### config.mk
export PLATFORM = sky130hd
export DESIGN_NAME = alu_shift_unit
export DESIGN_NICKNAME = d
export VERILOG_FILES = /design/src/rtl/alu_shift_unit.sv
export SDC_FILE = /design/constraint.sdc
export NUM_CORES = 1
export LEC_CHECK = 0
export CAP_MARGIN = 0
export CORE_UTILIZATION = 53
export CTS_CLUSTER_SIZE = 24
export DETAILED_ROUTE_END_ITERATION = 8
export PLACE_DENSITY = 0.92
export SLEW_MARGIN = 20
export SYNTH_ARGS = -nofsm -noshare
export SYNTH_HDL_FRONTEND = slang
export SYNTH_SLANG_ARGS = --single-unit
### constraint.sdc
create_clock -name clk -period 5.33 [get_ports clk]
set_input_delay 1.066 -clock clk [delete_from_list [all_inputs] [get_ports clk]]
set_output_delay 1.066 -clock clk [all_outputs]
set_load 0.01 [all_outputs]
### src/rtl/alu_shift_unit.sv
// alu_shift_unit: multi-cycle shift/rotate unit on the ALU command interface.
// One bit position is shifted per clock, so an n-position operation takes
// n+1 cycles from the accept edge to the result pulse.
//
// Handshake: a command is accepted on a rising edge where o_ready is high and
// i_cmd is not NOP; o_ready then drops until the unit has delivered its result.
// o_valid is a single-cycle pulse carrying o_result, and it is never high in the
// same cycle as o_ready. o_result holds its value until the next o_valid pulse.
module alu_shift_unit #(
    parameter int WIDTH = 32
) (
    input  logic             clk,
    input  logic             reset,
    input  logic [WIDTH-1:0] i_a,
    input  logic [WIDTH-1:0] i_b,
    input  logic [3:0]       i_cmd,
    output logic [WIDTH-1:0] o_result,
    output logic             o_valid,
    output logic             o_ready
);

    localparam int SW = $clog2(WIDTH);

    localparam logic [3:0] CMD_NOP = 4'h0;
    localparam logic [3:0] CMD_SHL = 4'h1;
    localparam logic [3:0] CMD_SHR = 4'h2;
    localparam logic [3:0] CMD_SAR = 4'h3;
    localparam logic [3:0] CMD_ROL = 4'h4;
    localparam logic [3:0] CMD_ROR = 4'h5;

    localparam logic [SW-1:0] CNT_ONE = {{(SW-1){1'b0}}, 1'b1};

    typedef enum logic [1:0] {
        ST_INIT = 2'd0,
        ST_IDLE = 2'd1,
        ST_BUSY = 2'd2,
        ST_DONE = 2'd3
    } state_t;

    // state is the observable FSM state for checkers bound to this block
    state_t state;
    state_t state_next;

    logic [3:0]       op;
    logic [3:0]       op_next;
    logic [WIDTH-1:0] acc;
    logic [WIDTH-1:0] acc_next;
    logic [SW-1:0]    cnt;
    logic [SW-1:0]    cnt_next;
    logic [WIDTH-1:0] result_next;
    logic             valid_next;
    logic             ready_next;

    logic [SW-1:0]    amt;
    logic             big;
    logic [WIDTH-1:0] load_acc;
    logic [SW-1:0]    load_cnt;
    logic [WIDTH-1:0] step;

    // Decode the operand load and effective shift count for a new command.
    // Oversized logical/arithmetic shifts collapse to their saturated value
    // immediately so they complete in a single cycle; rotates only use the
    // low bits since rotation is periodic in WIDTH.
    always_comb begin
        amt      = i_b[SW-1:0];
        big      = |i_b[WIDTH-1:SW];
        load_acc = '0;
        load_cnt = '0;
        case (i_cmd)
            CMD_SHL, CMD_SHR: begin
                load_acc = big ? '0 : i_a;
                load_cnt = big ? '0 : amt;
            end
            CMD_SAR: begin
                load_acc = big ? {WIDTH{i_a[WIDTH-1]}} : i_a;
                load_cnt = big ? '0 : amt;
            end
            CMD_ROL, CMD_ROR: begin
                load_acc = i_a;
                load_cnt = amt;
            end
            default: begin
                load_acc = '0;
                load_cnt = '0;
            end
        endcase
    end

    // One-position step of the accumulator for the latched opcode.
    always_comb begin
        step = acc;
        case (op)
            CMD_SHL: step = {acc[WIDTH-2:0], 1'b0};
            CMD_SHR: step = {1'b0, acc[WIDTH-1:1]};
            CMD_SAR: step = {acc[WIDTH-1], acc[WIDTH-1:1]};
            CMD_ROL: step = {acc[WIDTH-2:0], acc[WIDTH-1]};
            CMD_ROR: step = {acc[0], acc[WIDTH-1:1]};
            default: step = acc;
        endcase
    end

    // Next-state and next-output logic for the INIT/IDLE/BUSY/DONE sequence.
    always_comb begin
        state_next  = state;
        op_next     = op;
        acc_next    = acc;
        cnt_next    = cnt;
        result_next = o_result;
        valid_next  = 1'b0;
        ready_next  = 1'b0;
        case (state)
            ST_INIT: begin
                state_next = ST_IDLE;
                ready_next = 1'b1;
            end
            ST_IDLE: begin
                ready_next = 1'b1;
                if (i_cmd != CMD_NOP) begin
                    op_next    = i_cmd;
                    acc_next   = load_acc;
                    cnt_next   = load_cnt;
                    ready_next = 1'b0;
                    state_next = ST_BUSY;
                end
            end
            ST_BUSY: begin
                if (cnt != '0) begin
                    acc_next = step;
                    cnt_next = cnt - CNT_ONE;
                end else begin
                    result_next = acc;
                    valid_next  = 1'b1;
                    state_next  = ST_DONE;
                end
            end
            ST_DONE: begin
                ready_next = 1'b1;
                state_next = ST_IDLE;
            end
            default: begin
                state_next = ST_INIT;
            end
        endcase
    end

    // FSM state register; reset always lands in INIT so ready rises afresh.
    always_ff @(posedge clk or posedge reset) begin
        if (reset) begin
            state <= ST_INIT;
        end else begin
            state <= state_next;
        end
    end

    // Datapath and output registers; every output comes straight from a flop.
    always_ff @(posedge clk or posedge reset) begin
        if (reset) begin
            op       <= CMD_NOP;
            acc      <= '0;
            cnt      <= '0;
            o_result <= '0;
            o_valid  <= 1'b0;
            o_ready  <= 1'b0;
        end else begin
            op       <= op_next;
            acc      <= acc_next;
            cnt      <= cnt_next;
            o_result <= result_next;
            o_valid  <= valid_next;
            o_ready  <= ready_next;
        end
    end

endmodule

## Yosys cells after proc, flatten, opt, wreduce, memory -nomap -nowiden

Index checks and enable logic that the tools add are counted.

- Reductions and logical operators: 15
- Mux-type cells: 19
- Equal/unequal tests: 19
- Bitwise logic cells: 1
- $add $sub $neg: 1

Operators with widths:

| operator | number |
|---|---|
| $pmux W32 S5 | 1 |
| $mux W32 | 3 |
| $pmux W32 S3 | 1 |
| $pmux W32 S2 | 1 |
| $mux W31 | 1 |
| $reduce_or A27 Y1 | 1 |
| $pmux W5 S2 | 2 |
| $eq A4 B2 Y1 const B | 4 |
| $eq A4 B3 Y1 const B | 4 |
| $mux W5 | 3 |
| $eq A4 B1 Y1 const B | 2 |
| $ne A2 B2 Y1 const B | 4 |
| $ne A6 B1 Y1 const B | 1 |
| $pmux W2 S3 | 1 |
| $reduce_and A2 Y1 | 3 |
| $reduce_or A2 Y1 | 3 |
| $ne A5 B1 Y1 const B | 1 |
| $reduce_and A5 Y1 | 1 |
| $reduce_bool A5 Y1 | 1 |
| $sub A5 B1 Y5 const B | 1 |
| $eq A2 B2 Y1 const B | 2 |
| $mux W2 | 2 |
| $reduce_and A4 Y1 | 1 |
| $reduce_bool A4 Y1 | 1 |
| 8 further kinds | 10 |

- Bits of input ports: 70
- Word-level logic and storage cells: 63
- Register bits: 77

## Logic depth before layout (Yosys ltp)

- Depth after elaboration: 5
- Mapped depth: 9
- Depth with buffers taken out: 8

## Least setup slack after synthesis

No wires, ideal clock.

- Kind: in2reg
- Start: in i_cmd[2]
- End: reg cnt[1]
- Slack: 2.958 ns
- Cell stages on the path: 6
- Data required time: 5.204 ns
- Arrival time: 2.246 ns
- Cell sequence: buf_2 nor3b_1 and2_4 or3_1 nor3_1 a221o_1

- Cells in the longest elaborated chain, start to end: 5

RTL lines:

| item | RTL line | text |
|---|---|---|
| start, declared | 16 | `input logic [3:0] i_cmd,` |
| $eq A4 B2 Y1 (tied with other cells) | 69 | `case (i_cmd)` |
| $reduce_or A3 Y1 (no source line) or $reduce_or A2 Y1 (tied branches) | -- |  |
| $pmux W5 S2 | 69 |  |
| $mux W5 | 118 | `if (i_cmd != CMD_NOP) begin` |
| $pmux W5 S2 | 111 | `case (state)` |
| end signal, assigned | 167 | `cnt <= cnt_next;` |
| end, declared | 48 | `logic [SW-1:0] cnt;` |

Several ways; a longest one is shown, not always the timed one. The select of a mux whose other input is x is not followed.
A chain may end at the register's enable or synchronous reset.

## Final worst setup path

- Start: reg state[0]
- End: reg acc[21]

- Cells in the longest elaborated chain, start to end: 3

RTL lines:

| item | RTL line | text |
|---|---|---|
| start, declared | 41 | `state_t state;` |
| start signal, assigned | 151 | `state <= state_next;` |
| $eq A2 B2 Y1 or $eq A2 B1 Y1 (tied branches) | 111 |  |
| $ne A6 B1 Y1 (no source line) (tied with other cells) | -- |  |
| $reduce_and A4 Y1 (no source line) | -- |  |
| end signal, assigned | 166 | `acc <= acc_next;` |
| end, declared | 46 | `logic [WIDTH-1:0] acc;` |

Several ways; a longest one is shown, not always the timed one.

==> results.md <==
* Top FF cell, synth: dfrtp_1
* Maximum level of the CTS H-tree at 3
* DIE HEIGHT at 89.1 um
* ANT cells at 0
* Post-synth top cells: dfrtp_1 (77), nor2_1 (72), a31oi_1 (61)
* Max VDD drop at 0.350 mV
* CTS root buf: clkbuf_8
* Nets at 586
* Initial antenna violation count at 0
* GP Congestion at 0.841
* Delay-heaviest family, CP: buffers and inverters
* Period Utilization, post-route at 62.7%
* Worst skew pair latency at 0.36 ns
* First DRT Iteration DRCs at 432
* Detailed Routing Iterations Pass 1 at 5
* Antenna-violating nets left at 0
* Most frequent CP cell: buf_4
* Most common cell in the netlist: dfrtp_1
* Post-Synthesis Cells at 425
* Core Rows at 31
* Warnings, synthesis at 0
* Synthesized Nets at 499
* Clock-pin transition on the worst setup and hold timing paths at 0.08 ns
* DIE AREA at 0.00794 mm^2
* Cell Pwr Density at 642 mW/mm^2
* Postcts setup bufs at 0
* Flops & latches, synth at 77
* RSZ-0062 raised after global routing: false
* Pwr Total at 3.43 mW
* Nature of the critical path endpoint: register
* Routed via count at 3809
* Hold Vio Cnt, Final at 0
* I/O Buffers at 103
* CP cell instances: inv_1 -> ha_2 -> buf_4 -> nand2_1 -> inv_2 -> nor4_4 -> buf_4 -> nor2_1 -> a31oi_1
* GRT Total Usage at 28.6%
* FMAX at 0.299 GHz
* Startpoint types: register
* Num CTS Buffers at 9
* Finished Layout Cells at 616
* CTS hold repair buffers at 0
* Pin count of the biggest net entering global routing at 72
* Area leader, netlist: dfrtp_1
* Synth-to-Final Area Change at 33.0%
* Synthesized cell area at 0.00402 mm^2
* FFs w/ async S/R, synth at 100%
* First-pass GRT wire length at 17200 um
* Max Buffers Root-to-Sink at 2
* WL per Instance at 17.7 um
* Worst Path Buf+Inv at 4
* Number of fill cells at 501
* Slowest cell on the critical path: nand2_1
* DP HPWL at 7090 um
* Cts repair resizes at 0
* Crit path kind: register to register
* DR vias/cell at 6.18
* Setup Skew at 0.00620 ns
* Yosys top cell area share at 47.9%
* Share of cells above drive strength 1 at 12.8%
* Sink count of the clock tree at 77
* Setup TNS at 0 ns
* Post-synth cell types at 48
* Vias in the first global route at 3648
* Area contributors post-synth: dfrtp_1 (48%), a31oi_1 (9.5%), mux2_2 (9.2%)
* Mean post-synth cell area at 9.46 um^2
* Min Tclk post-route at 3.34 ns
* Maxcap violations at 0
* Placed insts at 599
* Hold Crit Class: register to register
* Routed WL at 10900 um
* Post-synth EDFFs at 0
* Min Hold Slack at 0.511 ns
* Area of the core at 0.00729 mm^2
* Status: finished clean
* Slew @ Worst Pin at 0.897 ns
* CTS tree: built
* Final Setup Violations at 0
* Leakage at 2.13 nW
* Register area share after synthesis at 47.9%
* Data required, critical path at 5.54 ns
* Initial Util at 55.1%
* IO Count at 104
* Max Transition Viols Final at 0
* Grt total ovfl at 0
* Die width at 89.1 um
* Worst path max stage delay at 0.73 ns
* Worst relative slew slack at 40.0%
* DRC at 0
* Crit Path Max Fanout at 71
* Arr. time, crit path at 3.55 ns
==> power breakdown <==
| group | leakage, nW | internal (mW) | switching (mW) | total, mW |
|---|---|---|---|---|
| registers | 0.941 | 0.896 | 0.275 | 1.17 |
| clock network | 0.130 | 0.350 | 0.214 | 0.564 |
| logic | 1.06 | 0.802 | 0.898 | 1.70 |
==> per-layer routing <==
metal | part of all wire [%] | vias to the layer above | global-route usage [%]
li1 | - | 1719 | -
met1 | 39 | 1846 | 35.2
met2 | 51 | 206 | 48.1
met3 | 7.1 | 38 | 6.56
met4 | 3.0 | 0 | 13.1
met5 | 0 | - | 0
==> per-stage QoR <==
step	area [um^2]	util [%]	setup WS (ns)
global route	5350	73.4	1.80
global placement	5060	69.4	2.30
floorplan	4020	-	2.30
CTS	5320	73.0	2.06
finish	5350	73.4	1.99
detailed placement	5060	69.4	2.16
==> sequential cells by signal, indices dropped and copies added, names as in the netlist <==
name      count
cnt           5
state         2
o_ready       1
o_result     32
acc          32
op            4
o_valid       1
==> cells in the final DEF (no fill, tap or decap), types with 3 or more instances in the layout <==
cell type,count
buf_4,5
a21oi_1,4
dfrtp_1,77
bufinv_16,3
mux2_2,33
nor3_1,6
inv_1,8
o21ai_0,31
or3_1,4
nor4_1,6
nor2_1,71
a31oi_1,61
clkdlybuf4s50_1,103
nand2_1,39
o21ai_1,4
a22o_1,4
a221o_1,5
clkbuf_8,12
ha_1,3
==> cell type report <==
class | count | area [um^2] | share of cell area (%)
sequential | 77 | 1930 | 36.0
multi-input combinational | 305 | 1910 | 35.6
timing repair buffer | 109 | 1100 | 20.5
clock buffer | 13 | 169 | 3.16
tap | 99 | 124 | 2.32
clock inverter | 3 | 90.1 | 1.68
inverter | 10 | 37.5 | 0.702
==> path summary, 6_finish.rpt <==
kind,start,end,slack (ns),cells after the start
worst max register to register,state[0],acc[21],1.99,9
worst min-delay path,o_result[15],o_result[15],0.51,1
min in group asynchronous,reset,o_result[15],1.14,2
max in group asynchronous,reset,acc[22],3.15,3
worst min register to register,o_result[15],o_result[15],0.51,1
worst max-delay path,state[0],acc[21],1.99,9
==> cell families (layout without fill, tap and decap cells) <==
kind of cell             Yosys count  in the layout  synth area share, %
AO/OA/AOI/OAI                    120            120                 19.4
XOR/XNOR                           1              1                0.218
adder cells (fa/ha/maj)            4              4                 1.24
buffers and inverters             43            135                 5.04
flip-flops                        77             77                 47.9
multiplexers                      33             33                 9.24
AND/OR/NAND/NOR                  147            147                 16.9
(Power assumes the default switching activity.)
